### src/rtl/tictactoe_nxn_scan_if.sv
// Player-side bundle for the N x N tic-tac-toe controller: move inputs, status and LED outputs.
// Latency: none; plain wires between the player panel and the controller.
// Backpressure: none; the controller ignores buttons while busy, so the panel simply re-presses.
interface tictactoe_nxn_scan_if #(
  parameter int N = 3
);
  localparam int CELLS = N * N;
  localparam int MCW   = $clog2(CELLS + 1);

  logic [CELLS-1:0] sel_pos;
  logic             buttonX;
  logic             buttonO;
  logic             turnX;
  logic             turnO;
  logic             busy;
  logic [CELLS-1:0] occ_square;
  logic [CELLS-1:0] occ_player;
  logic [CELLS-1:0] occ_pos;
  logic [MCW-1:0]   move_count;
  logic [7:0]       game_st_ascii;

  // Player panel / testbench side
  modport master (
    output sel_pos, buttonX, buttonO,
    input  turnX, turnO, busy, occ_square, occ_player, occ_pos, move_count, game_st_ascii
  );

  // Game controller side
  modport slave (
    input  sel_pos, buttonX, buttonO,
    output turnX, turnO, busy, occ_square, occ_player, occ_pos, move_count, game_st_ascii
  );
endinterface

### src/rtl/tictactoe_nxn_scan.sv
// N x N, K-in-a-row tic-tac-toe controller with a sequential one-anchor-per-cycle win scanner.
// Latency: move check 1 cycle, win scan 1..N*N cycles; board/status outputs are registered.
// Backpressure: buttons are ignored while busy (CHKV/SCAN) and in terminal states.
module tictactoe_nxn_scan #(
  parameter int N         = 3,
  parameter int K         = 3,
  parameter int FLASH_DIV = 12500000
) (
  input logic             clk,
  input logic             reset,
  tictactoe_nxn_scan_if.slave bus
);

  localparam int CELLS = N * N;
  localparam int MCW   = $clog2(CELLS + 1);
  localparam int IW    = $clog2(CELLS);
  localparam int FCW   = (FLASH_DIV > 1) ? $clog2(FLASH_DIV) : 1;

  localparam logic [7:0] ASC_N = 8'h6E;
  localparam logic [7:0] ASC_E = 8'h45;
  localparam logic [7:0] ASC_X = 8'h58;
  localparam logic [7:0] ASC_O = 8'h4F;
  localparam logic [7:0] ASC_C = 8'h43;

  // Out-of-range board geometry is rejected at elaboration
  if (N < 3 || N > 8 || K < 3 || K > N || FLASH_DIV < 1) begin : g_param_check
    $error("tictactoe_nxn_scan: illegal parameters N=%0d K=%0d FLASH_DIV=%0d", N, K, FLASH_DIV);
  end

  typedef enum logic [3:0] {
    START, TURN_X, ERR_X, CHKV_X, SCAN_X, WIN_X,
    TURN_O, ERR_O, CHKV_O, SCAN_O, WIN_O, CATS
  } state_t;

  state_t           state, state_d;
  logic [7:0]       ascii, ascii_d;
  logic [CELLS-1:0] occ_square, occ_square_d;
  logic [CELLS-1:0] occ_player, occ_player_d;
  logic [CELLS-1:0] win_mask, win_mask_d;
  logic [MCW-1:0]   move_count, move_count_d;
  logic [IW-1:0]    scan_idx, scan_idx_d;
  logic [FCW-1:0]   flash_cnt;
  logic [1:0]       phase;

  logic [CELLS-1:0] own;
  logic [CELLS-1:0] x_tiles;
  logic [CELLS-1:0] o_tiles;
  logic             sel_ok;
  logic             scan_last;
  logic             hit;
  logic [CELLS-1:0] hit_mask;

  // K cells starting at anchor, stepping by step; caller guarantees all are on the board
  function automatic logic [CELLS-1:0] run_mask(input int anchor, input int step);
    logic [CELLS-1:0] m;
    m = '0;
    for (int k = 0; k < K; k++) begin
      m = m | (CELLS'(1) << (anchor + k * step));
    end
    return m;
  endfunction

  assign x_tiles   = occ_square & occ_player;
  assign o_tiles   = occ_square & ~occ_player;
  assign own       = (state == SCAN_X) ? x_tiles : o_tiles;
  assign sel_ok    = $onehot(bus.sel_pos) && ((bus.sel_pos & occ_square) == '0);
  assign scan_last = (scan_idx == IW'(CELLS - 1));

  // Test the current anchor in +col, +row, +row+col, +row-col order; first hit wins
  always_comb begin
    int               anchor;
    int               r;
    int               c;
    logic             col_ok;
    logic             row_ok;
    logic             back_ok;
    logic [CELLS-1:0] m;
    anchor   = int'(scan_idx);
    r        = anchor / N;
    c        = anchor % N;
    col_ok   = (c + K - 1) <= (N - 1);
    row_ok   = (r + K - 1) <= (N - 1);
    back_ok  = (c - (K - 1)) >= 0;
    hit      = 1'b0;
    hit_mask = '0;
    m        = '0;
    if (col_ok) begin
      m = run_mask(anchor, 1);
      if ((own & m) == m) begin
        hit      = 1'b1;
        hit_mask = m;
      end
    end
    if (!hit && row_ok) begin
      m = run_mask(anchor, N);
      if ((own & m) == m) begin
        hit      = 1'b1;
        hit_mask = m;
      end
    end
    if (!hit && row_ok && col_ok) begin
      m = run_mask(anchor, N + 1);
      if ((own & m) == m) begin
        hit      = 1'b1;
        hit_mask = m;
      end
    end
    if (!hit && row_ok && back_ok) begin
      m = run_mask(anchor, N - 1);
      if ((own & m) == m) begin
        hit      = 1'b1;
        hit_mask = m;
      end
    end
  end

  // Game FSM: turn handling, move validation, board update and scan sequencing
  always_comb begin
    state_d      = state;
    ascii_d      = ascii;
    occ_square_d = occ_square;
    occ_player_d = occ_player;
    win_mask_d   = win_mask;
    move_count_d = move_count;
    scan_idx_d   = scan_idx;
    case (state)
      START: state_d = TURN_X;
      TURN_X: begin
        if (bus.buttonO) begin
          state_d = ERR_X;
          ascii_d = ASC_E;
        end else if (bus.buttonX) begin
          state_d = CHKV_X;
        end
      end
      ERR_X: begin
        if (bus.buttonX) begin
          state_d = CHKV_X;
          ascii_d = ASC_N;
        end
      end
      TURN_O: begin
        if (bus.buttonX) begin
          state_d = ERR_O;
          ascii_d = ASC_E;
        end else if (bus.buttonO) begin
          state_d = CHKV_O;
        end
      end
      ERR_O: begin
        if (bus.buttonO) begin
          state_d = CHKV_O;
          ascii_d = ASC_N;
        end
      end
      CHKV_X, CHKV_O: begin
        if (sel_ok) begin
          occ_square_d = occ_square | bus.sel_pos;
          if (state == CHKV_X) occ_player_d = occ_player | bus.sel_pos;
          move_count_d = move_count + 1'b1;
          scan_idx_d   = '0;
          state_d      = (state == CHKV_X) ? SCAN_X : SCAN_O;
        end else begin
          state_d = (state == CHKV_X) ? ERR_X : ERR_O;
          ascii_d = ASC_E;
        end
      end
      SCAN_X, SCAN_O: begin
        if (hit) begin
          win_mask_d = hit_mask;
          state_d    = (state == SCAN_X) ? WIN_X : WIN_O;
          ascii_d    = (state == SCAN_X) ? ASC_X : ASC_O;
        end else if (!scan_last) begin
          scan_idx_d = scan_idx + 1'b1;
        end else if (move_count == MCW'(CELLS)) begin
          state_d = CATS;
          ascii_d = ASC_C;
        end else begin
          state_d = (state == SCAN_X) ? TURN_O : TURN_X;
          ascii_d = ASC_N;
        end
      end
      WIN_X, WIN_O, CATS: ;
      default: state_d = START;
    endcase
  end

  // Game state registers
  always_ff @(posedge clk or posedge reset) begin
    if (reset) begin
      state      <= START;
      ascii      <= ASC_N;
      occ_square <= '0;
      occ_player <= '0;
      win_mask   <= '0;
      move_count <= '0;
      scan_idx   <= '0;
    end else begin
      state      <= state_d;
      ascii      <= ascii_d;
      occ_square <= occ_square_d;
      occ_player <= occ_player_d;
      win_mask   <= win_mask_d;
      move_count <= move_count_d;
      scan_idx   <= scan_idx_d;
    end
  end

  // Flash divider: phase[0] is the fast O blink, phase[1] the slow win blink
  always_ff @(posedge clk or posedge reset) begin
    if (reset) begin
      flash_cnt <= '0;
      phase     <= '0;
    end else if (flash_cnt == FCW'(FLASH_DIV - 1)) begin
      flash_cnt <= '0;
      phase     <= phase + 2'd1;
    end else begin
      flash_cnt <= flash_cnt + 1'b1;
    end
  end

  assign bus.turnX         = (state == TURN_X) || (state == ERR_X);
  assign bus.turnO         = (state == TURN_O) || (state == ERR_O);
  assign bus.busy          = (state == CHKV_X) || (state == SCAN_X) ||
                             (state == CHKV_O) || (state == SCAN_O);
  assign bus.occ_square    = occ_square;
  assign bus.occ_player    = occ_player;
  assign bus.move_count    = move_count;
  assign bus.game_st_ascii = ascii;
  assign bus.occ_pos       = (win_mask & {CELLS{phase[1]}}) |
                             (~win_mask & (x_tiles | (o_tiles & {CELLS{phase[0]}})));

endmodule
### src/flat_wrapper.sv
// flat-port wrapper written by rule: the top's interface ports become plain ports
module tictactoe_nxn_scan_flat 
#(
  parameter int N         = 3,
  parameter int K         = 3,
  parameter int FLASH_DIV = 12500000
)
  (clk, reset, bus_sel_pos, bus_buttonX, bus_buttonO, bus_turnX, bus_turnO, bus_busy, bus_occ_square, bus_occ_player, bus_occ_pos, bus_move_count, bus_game_st_ascii);
  tictactoe_nxn_scan_if #(.N(N)) bus_i ();
  input logic clk;
  input logic reset;
  input wire logic [$bits(bus_i.sel_pos)-1:0] bus_sel_pos;
  input wire logic [$bits(bus_i.buttonX)-1:0] bus_buttonX;
  input wire logic [$bits(bus_i.buttonO)-1:0] bus_buttonO;
  output wire logic [$bits(bus_i.turnX)-1:0] bus_turnX;
  output wire logic [$bits(bus_i.turnO)-1:0] bus_turnO;
  output wire logic [$bits(bus_i.busy)-1:0] bus_busy;
  output wire logic [$bits(bus_i.occ_square)-1:0] bus_occ_square;
  output wire logic [$bits(bus_i.occ_player)-1:0] bus_occ_player;
  output wire logic [$bits(bus_i.occ_pos)-1:0] bus_occ_pos;
  output wire logic [$bits(bus_i.move_count)-1:0] bus_move_count;
  output wire logic [$bits(bus_i.game_st_ascii)-1:0] bus_game_st_ascii;
  assign bus_i.sel_pos = bus_sel_pos;
  assign bus_i.buttonX = bus_buttonX;
  assign bus_i.buttonO = bus_buttonO;
  assign bus_turnX = bus_i.turnX;
  assign bus_turnO = bus_i.turnO;
  assign bus_busy = bus_i.busy;
  assign bus_occ_square = bus_i.occ_square;
  assign bus_occ_player = bus_i.occ_player;
  assign bus_occ_pos = bus_i.occ_pos;
  assign bus_move_count = bus_i.move_count;
  assign bus_game_st_ascii = bus_i.game_st_ascii;
  tictactoe_nxn_scan #(.N(N), .K(K), .FLASH_DIV(FLASH_DIV)) u_core (.clk(clk), .reset(reset), .bus(bus_i));
endmodule
### config.mk
export PLATFORM = sky130hd
export DESIGN_NAME = tictactoe_nxn_scan_flat
export DESIGN_NICKNAME = d
export VERILOG_FILES = /design/src/rtl/tictactoe_nxn_scan_if.sv /design/src/rtl/tictactoe_nxn_scan.sv /design/src/flat_wrapper.sv
export SDC_FILE = /design/constraint.sdc
export NUM_CORES = 1
export LEC_CHECK = 0
export BUFFER_PORTS_ARGS = -buffer_cell sky130_fd_sc_hd__buf_2
export CORE_MARGIN = 2
export CORE_UTILIZATION = 50
export CTS_BUF_LIST = sky130_fd_sc_hd__clkbuf_4
export DETAILED_ROUTE_END_ITERATION = 7
export PLACE_DENSITY = 0.69
export SYNTH_ARGS = -nofsm -noshare
export SYNTH_HDL_FRONTEND = slang
export SYNTH_SLANG_ARGS = --single-unit
### constraint.sdc
create_clock -name clk -period 13.1 [get_ports clk]
set_clock_uncertainty 0.1 [all_clocks]
set_input_delay 0 -clock clk [delete_from_list [all_inputs] [get_ports clk]]
set_output_delay 0 -clock clk [all_outputs]
set_load 0.01 [all_outputs]
==> results of run 1 <==
cell families (layout without fill, tap and decap cells):
kind of cell             count (synthesis)  after routing  synth area share, %
AO/OA/AOI/OAI                          262            262                 28.4
XOR/XNOR                                39             39                 5.42
adder cells (fa/ha/maj)                 44             44                 9.29
buffers and inverters                   66            114                 4.19
flip-flops                              71             71                 28.3
multiplexers                            13             13                 2.32
other                                    2              2                0.119
AND/OR/NAND/NOR                        282            282                 22.1
report_power, final:
group	switching (uW)	leakage [uW]	internal, uW
clock network	81.3	0.0000840	78.9
logic	43.3	0.00225	33.6
registers	18.1	0.000925	234
total	143	0.00326	347
cells in the final DEF, fill, tap and decap left out, types with 13 or more instances in the layout:
cell type  instances
nand3_1           29
a221oi_1          13
buf_2             52
a21oi_1           60
dfrtp_1           67
inv_1             30
xnor2_1           26
a21o_1            27
nor2_1            64
and2_1            19
ha_1              38
nor2b_1           22
o21ai_0           49
nand2_1           79
xor2_1            13
sequential cells by signal, indices dropped and copies added, names as in the netlist:
signal and count:
u_core.phase 2, u_core.flash_cnt 24, u_core.bus.occ_square 9, u_core.bus.move_count 4, u_core.state 4, u_core.bus.game_st_ascii 6
u_core.scan_idx 4, u_core.win_mask 9, u_core.bus.occ_player 9
critical path, cell delays in order (launching register included):
cell and delay, ns:
dfrtp_1 0.98, inv_1 0.24, ha_1 0.41, ha_1 0.43, inv_1 0.18, o21ai_1 0.16
o21ai_0 0.28, and2_1 0.21, ha_1 0.32, inv_1 0.13, o311a_1 0.14, a211oi_1 0.27
xnor2_1 0.23, ha_1 0.27, inv_1 0.09, nor2_1 0.11, a41oi_1 0.06, a221oi_1 0.34
o21ai_0 0.14, a221o_1 0.31, or4b_1 0.66, and2_1 0.33, nor2_1 0.25, mux2_2 0.37
per-stage QoR:
step	instance area (um^2)	worst slack (ns)
after floorplan	6310	7.24
after global placement	6670	6.46
after detailed placement	6670	6.23
after CTS	6940	6.15
after global routing	6940	5.48
final	6940	5.99
cell type report:
cell class                      count  share of cell area (%)
Clock buffer                       10                    1.08
Clock inverter                      6                    1.23
Inverter                           32                    1.73
Multi-Input combinational cell    642                    61.5
Sequential cell                    71                    25.7
Tap cell                          172                    3.10
Timing Repair Buffer               66                    5.66
worst paths after layout:
path,depth (start not counted),end,from
setup / recovery,23,u_core.win_mask[1]$_DFFE_PP0P_,u_core.scan_idx[3]$_DFFE_PP0P_
hold / removal,5,u_core.state[0]$_DFFE_PP0P_,bus_buttonX
setup reg to reg,23,u_core.win_mask[1]$_DFFE_PP0P_,u_core.scan_idx[3]$_DFFE_PP0P_
hold reg to reg,1,u_core.flash_cnt[0]$_DFF_PP0_,u_core.flash_cnt[0]$_DFF_PP0_
max in group asynchronous,4,u_core.phase[1]$_DFFE_PP0N_,reset
min in group asynchronous,4,u_core.bus.move_count[2]$_DFFE_PP0P_,reset
layer usage:
| metal | track usage [%] | wire length (um) | up-vias |
|---|---|---|---|
| met5 | 0 | 0 | - |
| met4 | 8.02 | 298 | 0 |
| met3 | 4.98 | 1190 | 28 |
| met2 | 41.2 | 8070 | 240 |
| met1 | 40.3 | 8590 | 3000 |
| li1 | - | - | 2943 |
timing repair:
action | CTS | global route
endpoints found under the hold margin | 86 | 0
gates resized for setup | 0 | 0
hold buffers | 11 | 0
==> tab_implementation.tex, run 1 <==
\begin{tabular}{lr}
\hline
Metric & Value \\
\hline
\multicolumn{2}{l}{\textbf{Die}} \\
\quad Count of boundary I/O pins & 55 \\
\quad Total Die Area & 13,500 um\^{}2 \\
\quad Core area & 12,500 um\^{}2 \\
\quad Die height & 116 um \\
\quad Floorplan die width & 116 um \\
\quad Initial cell density of the core & 50.6\% \\
\quad Row cnt & 41 \\
\multicolumn{2}{l}{\textbf{Synth}} \\
\quad Cell count after synthesis & 779 \\
\quad Biggest area contributors in the synthesized netlist & dfrtp\_1 27\%, ha\_1 7.5\%, a21oi\_1 4.8\% \\
\quad Number of distinct library cell variants in the gate-level netlist after synthesis & 77 \\
\quad Count of flip-flops with a built-in enable after synthesis & 0 \\
\quad Mean instance size in the synthesized netlist & 8.10 um\^{}2 \\
\quad Async SR Flop Fraction & 100\% \\
\quad Share of Yosys cell area claimed by the top area cell type & 26.6\% \\
\quad Top-count cell post-synth & nand2\_1 \\
\quad Post-synthesis instance area & 6310 um\^{}2 \\
\quad Total of flip-flops plus latches after synthesis & 71 \\
\quad Most frequent cells after synthesis & 79 x nand2\_1, 67 x dfrtp\_1, 64 x nor2\_1 \\
\quad Most frequently used flop master after synthesis & dfrtp\_1 \\
\quad Largest area contributor in the netlist & dfrtp\_1 \\
\quad Seq/Total Area, Yosys & 28.3\% \\
\quad Synth warn & 0 \\
\quad Synthesized Nets & 835 \\
\multicolumn{2}{l}{\textbf{Drt}} \\
\quad Number of remaining DRC errors & 0 \\
\quad Number of vias in the routed layout & 6,211 \\
\quad Number of vias per cell after detailed routing & 6.22 \\
\quad Number of DRC markers in iteration 0 & 586 \\
\quad Post-detailed-route count of antenna-violating nets & 0 \\
\quad Total iterations of the first detailed-routing run & 5 \\
\quad Wire length reported by the detailed router & 18.2 mm \\
\quad Post-detailed-route wirelength per cell & 18.2 um \\
\multicolumn{2}{l}{\textbf{Timing}} \\
\quad Setup tns final & 0 ns \\
\quad Final count of negative-setup-slack endpoints & 0 \\
\quad Fraction of the cycle the final worst path needs & 54.3\% \\
\quad Number of failing hold endpoints at the final stage & 0 \\
\quad Worst hold slack & 0.0562 ns \\
\quad Worst slew margin relative to its limit & 32.8\% \\
\quad Period minus WS final & 7.11 ns \\
\quad RSZ-0062 raised after global routing & false \\
\quad Highest Clock Rate & 0.141 GHz \\
\quad Transition time at the pin with the least slew margin & 1.00 ns \\
\quad Number of pins exceeding their max-slew limit in the final report & 0 \\
\multicolumn{2}{l}{\textbf{Worst setup path}} \\
\quad Critical path peak fanout & 29 \\
\quad Required @ worst endpoint & 13.33 ns \\
\quad Sort of element at the start of the critical path & flip-flop \\
\quad Data arrival time of the critical path & 7.34 ns \\
\quad Flop-to-flop setup slack & 5.99 ns \\
\quad CP Class & flip-flop to flip-flop \\
\quad Worst Setup End Kind & flip-flop \\
\multicolumn{2}{l}{\textbf{Clock tree}} \\
\quad Clock buffer depth & 2 \\
\quad Setup repair bufs after CTS & 0 \\
\quad Clock transition at the register clock pins on the worst setup and hold paths after CTS & 0.12 ns \\
\quad Root Driver & clkbuf\_4 \\
\quad Number of clock sinks & 71 \\
\quad Clock tree from TritonCTS & done \\
\quad Number of H-tree levels & 3 \\
\quad Worst-skew pair later-pin latency & 0.43 ns \\
\quad Clock buffer count from CTS & 9 \\
\multicolumn{2}{l}{\textbf{Placement}} \\
\quad Port bufs & 52 \\
\quad Final weighted congestion in routability-driven placement & 0.973 \\
\quad Final HPWL from detailed placement & 13.7 mm \\
\quad Total instance count after detailed placement & 972 \\
\multicolumn{2}{l}{\textbf{Power and ir drop}} \\
\quad Sum of internal, switching and leakage power & 490 uW \\
\quad Power per Cell Area & 70.5 nW/um\^{}2 \\
\quad Pleak & 0.00326 uW \\
\quad IR Drop Worst-Case VDD & 101 uV \\
\multicolumn{2}{l}{\textbf{Global routing}} \\
\quad Final global-route overflow total & 0 \\
\quad GRT Overall Usage & 27.4\% \\
\quad Maximum number of pins on one net before global-route repair & 72 \\
\quad Number of global-route vias before repair & 5,795 \\
\quad Initial antenna violation count & 0 \\
\quad Global-route wire length before repair & 29.4 mm \\
\multicolumn{2}{l}{\textbf{Finish}} \\
\quad Share of the core filled with cells & 55.7\% \\
\quad Register Area & 1780 um\^{}2 \\
\quad Layout fillers & 1,146 \\
\quad Number of standard cells in the final layout excluding fillers & 999 \\
\quad Number of inserted diodes & 0 \\
\quad Fraction of layout cells with a size suffix above 1 & 12.2\% \\
\quad Area growth syn-to-layout & 10.1\% \\
\quad Final net count & 878 \\
\quad Area of the multi-input gates & 4270 um\^{}2 \\
\multicolumn{2}{l}{\textbf{Outcome}} \\
\quad Result of the run & finished clean \\
\multicolumn{2}{l}{\textbf{Hold path}} \\
\quad Class of the tightest hold or removal check & primary input to flip-flop \\
\multicolumn{2}{l}{\textbf{Job}} \\
\quad Maxcap violations & 0 \\
\hline
\end{tabular}
(Power assumes the default switching activity.)
==> inputs of run 2 (changes only) <==
clock period = 6.66 ns   (was 13.1 ns; I/O delays follow)
==> run 2 against run 1 <==
Net effect:
- register-to-register slack got worse by 5.6 ns
- design area increased by 1.6%
- global-route usage increased by 0.49 points
- flip-flop and latch count unchanged
- critical path depth increased by 1
- via count increased by 1.4%
- setup slack got worse by 5.6 ns
- worst hold slack improved by 0.036 ns
- routed wire length increased by 0.58%
- maximum frequency increased by 13%
- total power increased by 100%
- core utilization increased by 0.91 points
- critical path type unchanged
- largest cell class unchanged
- largest power group unchanged
==> tab_implementation.tex, run 2 (same netlist as run 1, synthesis figures left out) <==
\begin{tabular}{lr}
\hline
Metric & Value \\
\hline
\multicolumn{2}{l}{\textbf{Finish}} \\
\quad Most frequent cells in the layout & 79 x nand2\_1, 66 x dfrtp\_1, 63 x nor2\_1 \\
\quad Most common cell after layout, fill and taps aside & nand2\_1 \\
\quad Final net count & 889 (+1.3\%) \\
\quad Number of inserted diodes & 0 (unchanged) \\
\quad Number of standard cells in the final layout excluding fillers & 1,010 (+1.1\%) \\
\quad Area growth syn-to-layout & 11.9\% \\
\quad Share of the core filled with cells & 56.6\% (+0.91 points) \\
\quad Number of flip-flops in the largest register & 24 (unchanged) \\
\quad Fraction of layout cells with a size suffix above 1 & 14.0\% (+1.7 points) \\
\quad Register name with the most flops & u\_core.flash\_cnt \\
\multicolumn{2}{l}{\textbf{Timing}} \\
\quad Setup tns final & 0 ns (unchanged) \\
\quad Period minus WS final & 6.31 ns (-0.802 ns) \\
\quad Number of failing hold endpoints at the final stage & 0 (unchanged) \\
\quad Worst slew margin relative to its limit & 35.2\% (+2.4 points) \\
\quad Final count of negative-setup-slack endpoints & 0 (unchanged) \\
\quad Final worst setup slack & 0.352 ns (-5.64 ns) \\
\quad Number of pins exceeding their max-slew limit in the final report & 0 (unchanged) \\
\quad Highest Clock Rate & 0.159 GHz (+13\%) \\
\quad Fraction of the cycle the final worst path needs & 94.7\% (+40 points) \\
\quad Transition time at the pin with the least slew margin & 0.968 ns (-0.0364 ns) \\
\quad RSZ-0062 raised after global routing & false \\
\multicolumn{2}{l}{\textbf{Drt}} \\
\quad Number of DRC markers in iteration 0 & 787 (+34\%) \\
\quad Number of remaining DRC errors & 0 (unchanged) \\
\quad Post-detailed-route wirelength per cell & 18.1 um (-0.51\%) \\
\quad Post-detailed-route count of antenna-violating nets & 0 (unchanged) \\
\quad Total iterations of the first detailed-routing run & 7 (+2) \\
\quad Number of vias per cell after detailed routing & 6.24 (+0.33\%) \\
\quad Wire length reported by the detailed router & 18.3 mm (+0.58\%) \\
\quad Number of vias in the routed layout & 6,300 (+1.4\%) \\
\multicolumn{2}{l}{\textbf{Die}} \\
\quad Initial cell density of the core & 50.6\% (unchanged) \\
\quad Floorplan die width & 116 um (unchanged) \\
\quad Count of boundary I/O pins & 55 (unchanged) \\
\quad Core area & 12,500 um\^{}2 (unchanged) \\
\quad Die height & 116 um (unchanged) \\
\quad Total Die Area & 13,500 um\^{}2 (unchanged) \\
\quad Row cnt & 41 (unchanged) \\
\multicolumn{2}{l}{\textbf{Placement}} \\
\quad Total instance count after detailed placement & 981 (+0.93\%) \\
\quad Pre-CTS WS & 0.163 ns (-6.06 ns) \\
\quad Final weighted congestion in routability-driven placement & 0.968 (-0.47\%) \\
\quad Port bufs & 52 (unchanged) \\
\quad Final HPWL from detailed placement & 13.8 mm (+0.43\%) \\
\multicolumn{2}{l}{\textbf{Global routing}} \\
\quad GRT Overall Usage & 27.9\% (+0.49 points) \\
\quad Final global-route overflow total & 0 (unchanged) \\
\quad Global-route wire length before repair & 29.7 mm (+1.2\%) \\
\quad Initial antenna violation count & 0 (unchanged) \\
\quad Number of global-route vias before repair & 5,797 (+0.035\%) \\
\quad Maximum number of pins on one net before global-route repair & 72 (unchanged) \\
\multicolumn{2}{l}{\textbf{Worst setup path}} \\
\quad Data arrival time of the critical path & 6.54 ns (-0.80 ns) \\
\quad Sort of element at the start of the critical path & flip-flop \\
\quad Slowest CP cell & or4b\_1 \\
\quad Startpoint of the worst register-to-register path & u\_core.scan\_idx[2]\$\_DFFE\_PP0P\_ \\
\quad Worst stage delay on the critical path & 0.67 ns (-0.31 ns) \\
\quad Critical path peak fanout & 12 (-59\%) \\
\quad Required @ worst endpoint & 6.89 ns (-6.44 ns) \\
\quad Cells along the critical path & ha\_1 > or2\_2 > ha\_1 > mux2\_4 > inv\_2 > a21oi\_2 > nand3\_1 > and2\_1 > ha\_2 > inv\_1 > o311a\_1 > a211oi\_1 > xnor2\_1 > ha\_1 > inv\_1 > nor2\_1 > a41oi\_1 > a221oi\_1 > o21ai\_0 > a221o\_1 > or4b\_1 > and2\_2 > nor2\_2 > mux2\_2 \\
\quad CP Class & flip-flop to flip-flop \\
\quad Flop-to-flop setup slack & 0.35 ns (-5.64 ns) \\
\quad Path depth of the worst reg2reg path & 24 (+4.3\%) \\
\quad Worst reg2reg path endpoint & u\_core.win\_mask[1]\$\_DFFE\_PP0P\_ \\
\quad Most Frequent Cell on Critical Path & ha\_1 \\
\quad Worst Setup End Kind & flip-flop \\
\multicolumn{2}{l}{\textbf{Clock tree}} \\
\quad Clock buffer depth & 2 (unchanged) \\
\quad Clock buffer count from CTS & 9 (unchanged) \\
\quad Number of clock sinks & 71 (unchanged) \\
\quad Clock transition at the register clock pins on the worst setup and hold paths after CTS & 0.13 ns (about the same) \\
\quad Number of H-tree levels & 3 (unchanged) \\
\quad Root Driver & clkbuf\_4 \\
\quad Worst-skew pair later-pin latency & 0.44 ns (about the same) \\
\quad Clock tree from TritonCTS & done \\
\multicolumn{2}{l}{\textbf{Job}} \\
\quad Maxcap violations & 0 (unchanged) \\
\multicolumn{2}{l}{\textbf{Power and ir drop}} \\
\quad Sum of internal, switching and leakage power & 995 uW (+100\%) \\
\quad Flop pwr share & 49.8\% (-1.8 points) \\
\quad Pleak & 0.00333 uW (+2.2\%) \\
\quad Internal Dissipation & 720 uW (+110\%) \\
\quad Net switching component of the power & 276 uW (+93\%) \\
\quad Share of total power in combinational logic & 15.1\% (-0.6 points) \\
\quad Power per Cell Area & 141 nW/um\^{}2 (+100\%) \\
\quad IR Drop Worst-Case VDD & 130 uV (+28\%) \\
\quad Switching portion of total power & 27.7\% (-1.5 points) \\
\quad Clock share of power & 35.1\% (+2.4 points) \\
\multicolumn{2}{l}{\textbf{Hold path}} \\
\quad Hold-critical path endpoint & u\_core.state[0]\$\_DFFE\_PP0P\_ \\
\quad Cells on Worst Hold Path & 5 (unchanged) \\
\quad Worst Hold Launch & bus\_buttonX \\
\quad Class of the tightest hold or removal check & primary input to flip-flop \\
\multicolumn{2}{l}{\textbf{Outcome}} \\
\quad Result of the run & finished clean \\
\hline
\end{tabular}
## run 2: cell types whose count changed in the layout (fill, tap and decap cells not counted), sizes merged
| cell | before | now |
|---|---|---|
| clkinvlp | 1 | 0 |
| bufinv | 2 | 3 |
| buf | 55 | 66 |
## run 2: metrics by stage
| step | hold slack [ns] | instance area [um^2] |
|---|---|---|
| after detailed placement | 0.166 | 6740 |
| after global placement | 0.163 | 6740 |
| after floorplan | 0.0169 | 6310 |
| after global routing | 0.122 | 7060 |
| after CTS | 0.0635 | 7030 |
| final | 0.0919 | 7060 |
## run 2: layout make-up
cell class                 instances  area, um^2
timing repair buffer              77         475
clock buffer                      10        75.1
inverter                          32         120
tap                              172         215
multi-input combinational        642        4280
fill                            1186        5410
clock inverter                     6         109
sequential                        71        1780
## run 2: power by group through the flow
| stage | registers [uW] | clock network [uW] | logic, uW |
|---|---|---|---|
| after floorplan | 504 | 0 | 77.2 |
| final | 496 | 349 | 151 |
| after global routing | 500 | 373 | 169 |
| after global placement | 503 | 0 | 140 |
| after CTS | 495 | 357 | 151 |
| after detailed placement | 503 | 0 | 146 |
## run 2: worst max path at each step
| stage | startpoint | end | slack, ns | cells after the start |
|---|---|---|---|---|
| 2_1_floorplan | u_core.scan_idx[1]$_DFFE_PP0P_ | u_core.win_mask[0]$_DFFE_PP0P_ | 0.80 | 22 |
| 6_report | u_core.scan_idx[2]$_DFFE_PP0P_ | u_core.win_mask[1]$_DFFE_PP0P_ | 0.35 | 24 |
| 3_5_place_dp | u_core.scan_idx[2]$_DFFE_PP0P_ | u_core.win_mask[0]$_DFFE_PP0P_ | 0.16 | 23 |
| 4_1_cts | u_core.scan_idx[2]$_DFFE_PP0P_ | u_core.win_mask[0]$_DFFE_PP0P_ | 0.12 | 23 |
| 3_3_place_gp | u_core.scan_idx[2]$_DFFE_PP0P_ | u_core.win_mask[1]$_DFFE_PP0P_ | 0.43 | 19 |
| 5_1_grt | u_core.scan_idx[2]$_DFFE_PP0P_ | u_core.win_mask[0]$_DFFE_PP0P_ | 0.006 | 24 |
## run 2: worst max-delay path, delay by kind of cell, from the launching register on
kind            cells  cell delay, ns
flops               1            0.52
buf+inv             3            0.35
mux                 2            0.66
simple gates        7            1.86
compound gates      7            1.32
xor+xnor            1            0.23
fa+ha+maj           4            1.16
## run 2: timing repair
item / 4_1_cts / 5_1_grt
gates resized for setup: 0 / 5
setup endpoints to repair: 0 / 19
hold endpoints to repair: 86 / 0
hold buffers: 11 / 0
buffers inserted: 0 / 2
## run 2: routing by layer
metal / up-vias / part of all wire, % / global-route usage [%]
met5: - / 0 / 0
met4: 0 / 2.4 / 9.92
met3: 39 / 7.2 / 4.00
met2: 263 / 45 / 41.9
met1: 3025 / 45 / 41.0
li1: 2973 / - / -
